File: config.mk
export PLATFORM = sky130hd
export DESIGN_NAME = req_ack_responder_flat
export DESIGN_NICKNAME = d
export VERILOG_FILES = /design/src/rtl/req_ack_responder_if.sv /design/src/rtl/req_ack_responder.sv /design/src/flat_wrapper.sv
export SDC_FILE = /design/constraint.sdc
export NUM_CORES = 1
export LEC_CHECK = 0
export CAP_MARGIN = 20
export CORE_MARGIN = 2
export CORE_UTILIZATION = 50
export DETAILED_ROUTE_END_ITERATION = 12
export PLACE_DENSITY = 0.75
export SYNTH_ARGS = -nofsm -noshare
export SYNTH_HDL_FRONTEND = slang
export SYNTH_SLANG_ARGS = --single-unit
File: constraint.sdc
create_clock -name clk -period 4.8 [get_ports clk]
set_clock_uncertainty 0.05 [all_clocks]
set_input_delay 1.2 -clock clk [delete_from_list [all_inputs] [get_ports clk]]
set_output_delay 1.2 -clock clk [all_outputs]
set_load 0.02 [all_outputs]
File: src/rtl/req_ack_responder_if.sv
// rtl/req_ack_responder_if.sv - req/ack request side and valid/ready drain side of the responder
//
// Signals:
//   req, req_data        request strobe and payload (master -> slave)
//   ack, nack            registered response, one cycle after req (slave -> master)
//   out_valid, out_data  FIFO head presentation (slave -> master)
//   out_ready            downstream consumer ready (master -> slave)
//   level                FIFO occupancy 0..DEPTH (slave -> master)
//   ovf_err              sticky refused-request flag (slave -> master)
interface req_ack_responder_if #(
    parameter int DW    = 8,
    parameter int DEPTH = 4
);
    localparam int LW = $clog2(DEPTH) + 1;

    logic          req;
    logic [DW-1:0] req_data;
    logic          ack;
    logic          nack;
    logic          out_valid;
    logic [DW-1:0] out_data;
    logic          out_ready;
    logic [LW-1:0] level;
    logic          ovf_err;

    modport master (
        output req, req_data, out_ready,
        input  ack, nack, out_valid, out_data, level, ovf_err
    );

    modport slave (
        input  req, req_data, out_ready,
        output ack, nack, out_valid, out_data, level, ovf_err
    );
endinterface

File: src/rtl/req_ack_responder.sv
// rtl/req_ack_responder.sv - target-side req/ack responder buffering accepted payloads in a FIFO
//
// Ports:
//   clk  rising-edge system clock
//   rst  asynchronous active-high reset
//   bus  slave side of req_ack_responder_if: req/req_data in, ack/nack out,
//        out_valid/out_data/out_ready drain, level and sticky ovf_err status
module req_ack_responder #(
    parameter int DW    = 8,
    parameter int DEPTH = 4
) (
    input  logic                 clk,
    input  logic                 rst,
    req_ack_responder_if.slave   bus
);
    localparam int AW = $clog2(DEPTH);
    localparam int LW = AW + 1;

    logic [DW-1:0] mem_q [DEPTH];
    logic [AW-1:0] wr_ptr_q, wr_ptr_d;
    logic [AW-1:0] rd_ptr_q, rd_ptr_d;
    logic [LW-1:0] level_q, level_d;
    logic          ack_q, ack_d;
    logic          nack_q, nack_d;
    logic          ovf_q, ovf_d;

    logic empty;
    logic full;
    logic pop;
    logic push;

    assign empty = (level_q == '0);
    assign full  = (level_q == LW'(DEPTH));
    assign pop   = !empty && bus.out_ready;
    // A full FIFO can still take a request when the head leaves on the same edge.
    assign push  = bus.req && (!full || pop);

    always_comb begin
        wr_ptr_d = wr_ptr_q;
        rd_ptr_d = rd_ptr_q;
        level_d  = level_q;
        ack_d    = 1'b0;
        nack_d   = 1'b0;
        ovf_d    = ovf_q;

        if (push) begin
            wr_ptr_d = wr_ptr_q + AW'(1);
        end
        if (pop) begin
            rd_ptr_d = rd_ptr_q + AW'(1);
        end

        case ({push, pop})
            2'b10:   level_d = level_q + LW'(1);
            2'b01:   level_d = level_q - LW'(1);
            default: level_d = level_q;
        endcase

        if (bus.req) begin
            ack_d  = push;
            nack_d = !push;
            if (!push) begin
                ovf_d = 1'b1;
            end
        end
    end

    always_ff @(posedge clk or posedge rst) begin
        if (rst) begin
            wr_ptr_q <= '0;
            rd_ptr_q <= '0;
            level_q  <= '0;
            ack_q    <= 1'b0;
            nack_q   <= 1'b0;
            ovf_q    <= 1'b0;
        end else begin
            wr_ptr_q <= wr_ptr_d;
            rd_ptr_q <= rd_ptr_d;
            level_q  <= level_d;
            ack_q    <= ack_d;
            nack_q   <= nack_d;
            ovf_q    <= ovf_d;
        end
    end

    // Storage carries no reset; occupancy alone decides what is valid.
    always_ff @(posedge clk) begin
        if (!rst && push) begin
            mem_q[wr_ptr_q] <= bus.req_data;
        end
    end

    assign bus.ack       = ack_q;
    assign bus.nack      = nack_q;
    assign bus.out_valid = !empty;
    assign bus.out_data  = mem_q[rd_ptr_q];
    assign bus.level     = level_q;
    assign bus.ovf_err   = ovf_q;
endmodule

File: src/flat_wrapper.sv
// flat-port wrapper written by rule: the top's interface ports become plain ports
module req_ack_responder_flat 
#(
    parameter int DW    = 8,
    parameter int DEPTH = 4
)
  (clk, rst, bus_req, bus_req_data, bus_out_ready, bus_ack, bus_nack, bus_out_valid, bus_out_data, bus_level, bus_ovf_err);
  req_ack_responder_if #(.DW(DW), .DEPTH(DEPTH)) bus_i ();
  input  logic clk;
  input  logic rst;
  input wire logic [$bits(bus_i.req)-1:0] bus_req;
  input wire logic [$bits(bus_i.req_data)-1:0] bus_req_data;
  input wire logic [$bits(bus_i.out_ready)-1:0] bus_out_ready;
  output wire logic [$bits(bus_i.ack)-1:0] bus_ack;
  output wire logic [$bits(bus_i.nack)-1:0] bus_nack;
  output wire logic [$bits(bus_i.out_valid)-1:0] bus_out_valid;
  output wire logic [$bits(bus_i.out_data)-1:0] bus_out_data;
  output wire logic [$bits(bus_i.level)-1:0] bus_level;
  output wire logic [$bits(bus_i.ovf_err)-1:0] bus_ovf_err;
  assign bus_i.req = bus_req;
  assign bus_i.req_data = bus_req_data;
  assign bus_i.out_ready = bus_out_ready;
  assign bus_ack = bus_i.ack;
  assign bus_nack = bus_i.nack;
  assign bus_out_valid = bus_i.out_valid;
  assign bus_out_data = bus_i.out_data;
  assign bus_level = bus_i.level;
  assign bus_ovf_err = bus_i.ovf_err;
  req_ack_responder #(.DW(DW), .DEPTH(DEPTH)) u_core (.clk(clk), .rst(rst), .bus(bus_i));
endmodule
==> impl_metrics.env, run 1 <==
export IMPL_clk_latency_ns=0.34
export IMPL_seq_area_um2=1210
export IMPL_cts_repair_timing_setup_buffer_count=0
export IMPL_layout_nets=148
export IMPL_critPathArrivalTime_ns=2.23
export IMPL_worst_r2r_cell_count=6
export IMPL_globalplace_congestion=0.727
export IMPL_synthesized_cell_area_um2=1780
export IMPL_htreeDepth=2
export IMPL_power_switching_fraction=0.339
export IMPL_met1_wire_length_mm=1.14
export IMPL_report_final_setup_viol=0
export IMPL_drt_first_iter_violations=14
export IMPL_syn_area_per_cell_um2=17.4
export IMPL_finalWirelength_mm=2.81
export IMPL_slew_violations=0
export IMPL_dp_final_hpwl_mm=1.96
export IMPL_synth_ff_latch_count=42
export IMPL_hold_class="flip-flop to flip-flop"
export IMPL_finish_utilization=0.631
export IMPL_cp_required_ns=3.55
export IMPL_antennaDiodeCount=0
export IMPL_dieWidth_um=63.6
export IMPL_yosysSeqAreaShare=0.682
export IMPL_tritoncts_clock_tree="yes"
export IMPL_worst_path_max_delay_cell="dfrtp_1"
export IMPL_netlist_cell_type_count=33
export IMPL_tightest_slew_ns=0.600
export IMPL_post_synth_top_area_fraction=0.541
export IMPL_mappedNetlistNets=119
export IMPL_clock_power_share=0.137
export IMPL_drc=0
export IMPL_critical_path_endpoint_type="output port"
export IMPL_netlist_top_cells_area="edfxtp_1 (54%), dfrtp_1 (14%), mux4_2 (10%)"
export IMPL_vias=925
export IMPL_postCtsResizedCells=0
export IMPL_worst_path_clk_slew_ns=0.11
export IMPL_p_switching_uw=394
export IMPL_ant_nets=0
export IMPL_yosys_area_share_adder=0.0394
export IMPL_synth_edf_count=32
export IMPL_synth_xor_xnor_area_share=0.0246
export IMPL_intPower_uw=767
export IMPL_relSlewSlack=0.600
export IMPL_hold_buffers=0
export IMPL_numPortBuffers=26
export IMPL_nFillCells=281
export IMPL_setup_total_negative_slack_ns=0
export IMPL_yosysTopAreaCell="edfxtp_1"
export IMPL_critical_path_startpoint_type="flip-flop"
export IMPL_maxCapViolCount=0
export IMPL_post_synthesis_cell_count=102
export IMPL_cts_sinks=42
export IMPL_cpPeakStageDelay_ns=0.74
export IMPL_synth_top_family_by_area="multiplexers"
export IMPL_portion_of_total_power_attributed_to_combinational_logic=0.400
export IMPL_number_of_antenna_violations_at_the_first_check_in_global_routing=0
export IMPL_max_freq_mhz=287
export IMPL_timing_final_crit_period_ns=3.48
export IMPL_synthToLayoutAreaGrowth_pct=19.5
export IMPL_core_box_area_um2=3360
export IMPL_seq_power_share=0.463
export IMPL_grt_start_max_net_pins=13
export IMPL_route_detailed_wl_per_inst_um=15.8
export IMPL_r2r_setup_slack_ns=2.63
export IMPL_synth_simple_area_share=0.0690
export IMPL_ir_worst_vdd_uv=257
export IMPL_synth_ff_type="edfxtp_1"
export IMPL_synth_compound_area_share=0.0465
export IMPL_synth_top_cells_by_count="edfxtp_1 (32), dfrtp_1 (10), inv_1 (8), mux4_2 (8)"
export IMPL_dr_wl_met2_mm=1.50
export IMPL_status="completed"
export IMPL_effective_utilization_at_floorplan=0.528
export IMPL_static_leakage_power_uw=0.000771
export IMPL_rows=21
export IMPL_footprint_of_the_multi_input_gates_um2=514
export IMPL_grt_setup_unrepaired="no"
export IMPL_min_period_over_period=0.725
export IMPL_ys_warnings_count=0
export IMPL_path_class="flip-flop to output port"
export IMPL_vias_per_cell=5.20
export IMPL_max_clock_path_buffers=2
export IMPL_crit_fanout=10
export IMPL_p_per_area_nw_per_um2=547
export IMPL_top_level_ports=27
export IMPL_cts_buffers_inserted=5
export IMPL_cts_root_buffer_cell="clkbuf_4"
export IMPL_die_height_um=63.6
export IMPL_vias_in_the_first_global_route=930
export IMPL_hold_path_depth=1
export IMPL_synthMostInstantiatedCell="edfxtp_1"
export IMPL_die_area_um2=4050
export IMPL_report_final_hold_viol_count=0
export IMPL_ys_async_sr_fraction=0.238
export IMPL_grt_overflow=0
export IMPL_drt_first_pass_iters=4
export IMPL_ordered_list_of_cells_on_the_worst_path="mux4_2, clkdlybuf4s50_1"
export IMPL_global_route_wire_length_before_repair_mm=4.55
export IMPL_met3_wire_len_um=106
export IMPL_globalRouteTotalUtil=0.157
export IMPL_routed_top_layer="met4"
export IMPL_power_uw=1160
export IMPL_synthMuxAreaShare=0.110
export IMPL_post_route_cells_drive_above_1_share=0.152
[path summary, 6_finish.rpt]
kind                                                    to                            start
setup / recovery                           bus_out_data[0]   u_core.rd_ptr_q[0]$_DFFE_PP0N_
hold / removal              u_core.bus.ovf_err$_DFFE_PP0P_   u_core.bus.ovf_err$_DFFE_PP0P_
setup reg to reg           u_core.bus.level[2]$_DFFE_PP0P_  u_core.bus.level[1]$_DFFE_PP0P_
hold reg to reg             u_core.bus.ovf_err$_DFFE_PP0P_   u_core.bus.ovf_err$_DFFE_PP0P_
max in group asynchronous   u_core.bus.ovf_err$_DFFE_PP0P_                              rst
min in group asynchronous   u_core.rd_ptr_q[1]$_DFFE_PP0N_                              rst
[worst max-delay path, delay by kind of cell (launching register included)]
family	cells	cell delay (ns)
buffers and inverters	1	0.56
DFF	1	0.74
muxes	1	0.57
[cells in the final DEF (no fill, tap or decap), types with 2 or more instances in the layout]
cell type         n
dfrtp_1          10
nand2_1           2
o21ai_0           2
xnor2_1           4
edfxtp_1         32
nor2_1            3
nand3b_1          2
mux4_2            8
clkbuf_4          5
ha_1              4
and2_1            4
inv_1             8
clkdlybuf4s50_1  26
[state kept, by name (all words and copies together) (netlist names)]
register            cells
u_core.bus.ack          1
u_core.bus.level        3
u_core.bus.nack         1
u_core.bus.ovf_err      1
u_core.mem_q           32
u_core.rd_ptr_q         2
u_core.wr_ptr_q         2
[per-layer routing]
layer | up-vias | track usage
met5 | - | 0
met4 | 0 | 0.0734
met3 | 6 | 0.0554
met2 | 18 | 0.253
met1 | 463 | 0.190
li1 | 438 | -
[final cells by class]
cell class / instances / area share
Clock buffer: 6 / 0.0194
Clock inverter: 2 / 0.00412
Inverter: 8 / 0.0141
Multi-Input combinational cell: 48 / 0.242
Sequential cell: 42 / 0.570
Tap cell: 46 / 0.0271
Timing Repair Buffer: 26 / 0.123
[kinds of logic (layout without fill, tap and decap cells)]
logic type / after synthesis / after routing
muxes: 9 / 9
and+or+nand+nor: 19 / 19
xor gates and xnor gates: 5 / 5
buffers and inverters: 12 / 42
adders and majority gates: 5 / 5
AOI/OAI and AO/OA: 10 / 10
DFF: 42 / 42
[power by group through the flow]
stage,Combinational (uW),Clock (uW),Sequential (uW)
after floorplan,311,0,522
after global placement,454,0,545
after detailed placement,470,0,549
after CTS,471,165,541
after global routing,502,180,553
final,464,159,538
[stage by stage]
stage	cell area, um^2	instances	hold slack [ns]	setup WS, ns
after floorplan	1780	102	0.447	1.97
after global placement	2070	170	0.402	1.38
after detailed placement	2070	170	0.407	1.28
after CTS	2120	178	0.433	1.26
after global routing	2120	178	0.457	1.18
final	2120	178	0.427	1.32
Note: power is estimated with default switching activity, not from simulation.
==> inputs of run 2 (changes only) <==
Clock period 4.8 ns to 3.6 ns, I/O delays scaled along.
==> run 2 against run 1 <==
Effect of this change: worst setup slack lost 0.92 ns; clock-buffer cell count shrank 1; utilization grew 1.5 points; combinational power grew 33%; clock power grew 83%; total power grew 40%; register-to-register slack lost 1.2 ns; cell area grew 2.4%; non-clock buffer count grew 3; die area is the same; via count grew 2.6%; largest cell class unchanged.
==> impl_metrics.env, run 2 (same netlist as run 1, synthesis figures left out) <==
export IMPL_status="completed"
export IMPL_final_cell_mix="edfxtp_1 (32), clkdlybuf4s50_1 (26), dfrtp_1 (10), inv_1 (8), mux4_2 (8)"
export IMPL_global_route_wire_length_before_repair_mm=4.83
export IMPL_ant_nets=0
export IMPL_report_final_setup_viol=0
export IMPL_core_box_area_um2=3360
export IMPL_clock_power_share=0.179
export IMPL_vias_per_cell=5.24
export IMPL_dieWidth_um=63.6
export IMPL_static_leakage_power_uw=0.000801
export IMPL_layout_cells_non_filler=181
export IMPL_intPower_uw=1100
export IMPL_drc=0
export IMPL_report_final_hold_viol_count=0
export IMPL_cts_root_buffer_cell="clkbuf_4"
export IMPL_tightest_slew_ns=0.610
export IMPL_maxCapViolCount=0
export IMPL_hold_buffers=0
export IMPL_slew_violations=0
export IMPL_critical_path_endpoint_type="output port"
export IMPL_setup_slack_ns=0.398
export IMPL_htreeDepth=2
export IMPL_drt_first_pass_iters=4
export IMPL_p_switching_uw=532
export IMPL_path_class="flip-flop to output port"
export IMPL_number_of_antenna_violations_at_the_first_check_in_global_routing=0
export IMPL_max_clock_path_buffers=2
export IMPL_cts_sinks=42
export IMPL_vias_in_the_first_global_route=1005
export IMPL_rows=21
export IMPL_grt_overflow=0
export IMPL_setup_total_negative_slack_ns=0
export IMPL_p_per_area_nw_per_um2=749
export IMPL_top_register_by_number_of_flip_flops="u_core.mem_q"
export IMPL_seq_power_share=0.441
export IMPL_layout_cells_most_common="edfxtp_1"
export IMPL_postCtsResizedCells=0
export IMPL_post_route_cells_drive_above_1_share=0.185
export IMPL_globalplace_congestion=0.722
export IMPL_clk_latency_ns=0.35
export IMPL_cts_repair_timing_setup_buffer_count=0
export IMPL_top_level_ports=27
export IMPL_numPortBuffers=26
export IMPL_ir_worst_vdd_uv=375
export IMPL_cts_buffers_inserted=5
export IMPL_finalWirelength_mm=2.81
export IMPL_vias=949
export IMPL_grt_start_max_net_pins=14
export IMPL_effective_utilization_at_floorplan=0.528
export IMPL_dp_final_hpwl_mm=1.92
export IMPL_drt_first_iter_violations=29
export IMPL_cp_required_ns=2.65
export IMPL_largest_register_ff_count=32
export IMPL_die_area_um2=4050
export IMPL_synthToLayoutAreaGrowth_pct=22.3
export IMPL_route_detailed_wl_per_inst_um=15.5
export IMPL_die_height_um=63.6
export IMPL_layout_nets=151
export IMPL_crit_fanout=10
export IMPL_portion_of_total_power_attributed_to_combinational_logic=0.380
export IMPL_hold_class="flip-flop to flip-flop"
export IMPL_grt_setup_unrepaired="no"
export IMPL_timing_final_crit_period_ns=3.20
export IMPL_critical_path_startpoint_type="flip-flop"
export IMPL_antennaDiodeCount=0
export IMPL_worst_hold_slack_ns=0.430
export IMPL_min_period_over_period=0.890
export IMPL_tritoncts_clock_tree="yes"
export IMPL_critPathArrivalTime_ns=2.25
export IMPL_power_switching_fraction=0.327
export IMPL_globalRouteTotalUtil=0.165
export IMPL_relSlewSlack=0.593
export IMPL_worst_path_clk_slew_ns=0.12
export IMPL_place_worst_setup_slack_ns=0.564
export IMPL_max_freq_mhz=312
export IMPL_cell_count_after_placement=173
-- run 2: cell count changes in the layout (fill, tap and decap cells not counted) --
cell / before / now
clkinv_2: 1 / 2
bufinv_16: 0 / 1
clkbuf_1: 1 / 0
clkinv_1: 1 / 0
buf_4: 0 / 3
-- run 2: cell type report --
class	instances	area (um^2)
flip-flops and latches	42	1210
fillers	263	1190
multi-input cells	48	514
repair buffers	29	283
well taps	46	57.6
clock inverters	3	40.0
clock buffers	5	37.5
inverters	8	30.0
-- run 2: power by group through the flow --
stage	sequential, uW	clock (uW)	combinational [uW]
2_1_floorplan	696	0	414
3_3_place_gp	727	0	609
3_5_place_dp	733	0	627
4_1_cts	722	298	627
5_1_grt	739	321	669
6_report	718	291	618
-- run 2: worst paths after layout --
| check | cells after the start | to | slack, ns | startpoint |
|---|---|---|---|---|
| setup / recovery | 2 | bus_out_data[7] | 0.40 | u_core.rd_ptr_q[0]$_DFFE_PP0N_ |
| hold / removal | 1 | u_core.bus.ovf_err$_DFFE_PP0P_ | 0.43 | u_core.bus.ovf_err$_DFFE_PP0P_ |
| setup reg to reg | 6 | u_core.bus.level[2]$_DFFE_PP0P_ | 1.45 | u_core.bus.level[1]$_DFFE_PP0P_ |
| hold reg to reg | 1 | u_core.bus.ovf_err$_DFFE_PP0P_ | 0.43 | u_core.bus.ovf_err$_DFFE_PP0P_ |
| max in group asynchronous | 3 | u_core.wr_ptr_q[1]$_DFFE_PP0P_ | 2.57 | rst |
| min in group asynchronous | 3 | u_core.rd_ptr_q[0]$_DFFE_PP0N_ | 0.78 | rst |
-- run 2: critical path, stage by stage (launching register included) --
cell,delay (ns)
dfrtp_1,0.75
mux4_2,0.59
clkdlybuf4s50_1,0.57
-- run 2: metrics by stage --
stage / util / area (um^2) / power (uW)
after floorplan: - / 1780 / 1110
after global placement: 0.623 / 2100 / 1340
after detailed placement: 0.623 / 2100 / 1360
after CTS: 0.646 / 2170 / 1650
after global routing: 0.646 / 2170 / 1730
final: 0.646 / 2170 / 1630
-- run 2: per-layer routing --
| metal | global-route usage | wire [um] |
|---|---|---|
| met3 | 0.0661 | 142 |
| met2 | 0.268 | 1500 |
| met5 | 0 | 0 |
| met4 | 0.0652 | 51 |
| met1 | 0.196 | 1120 |
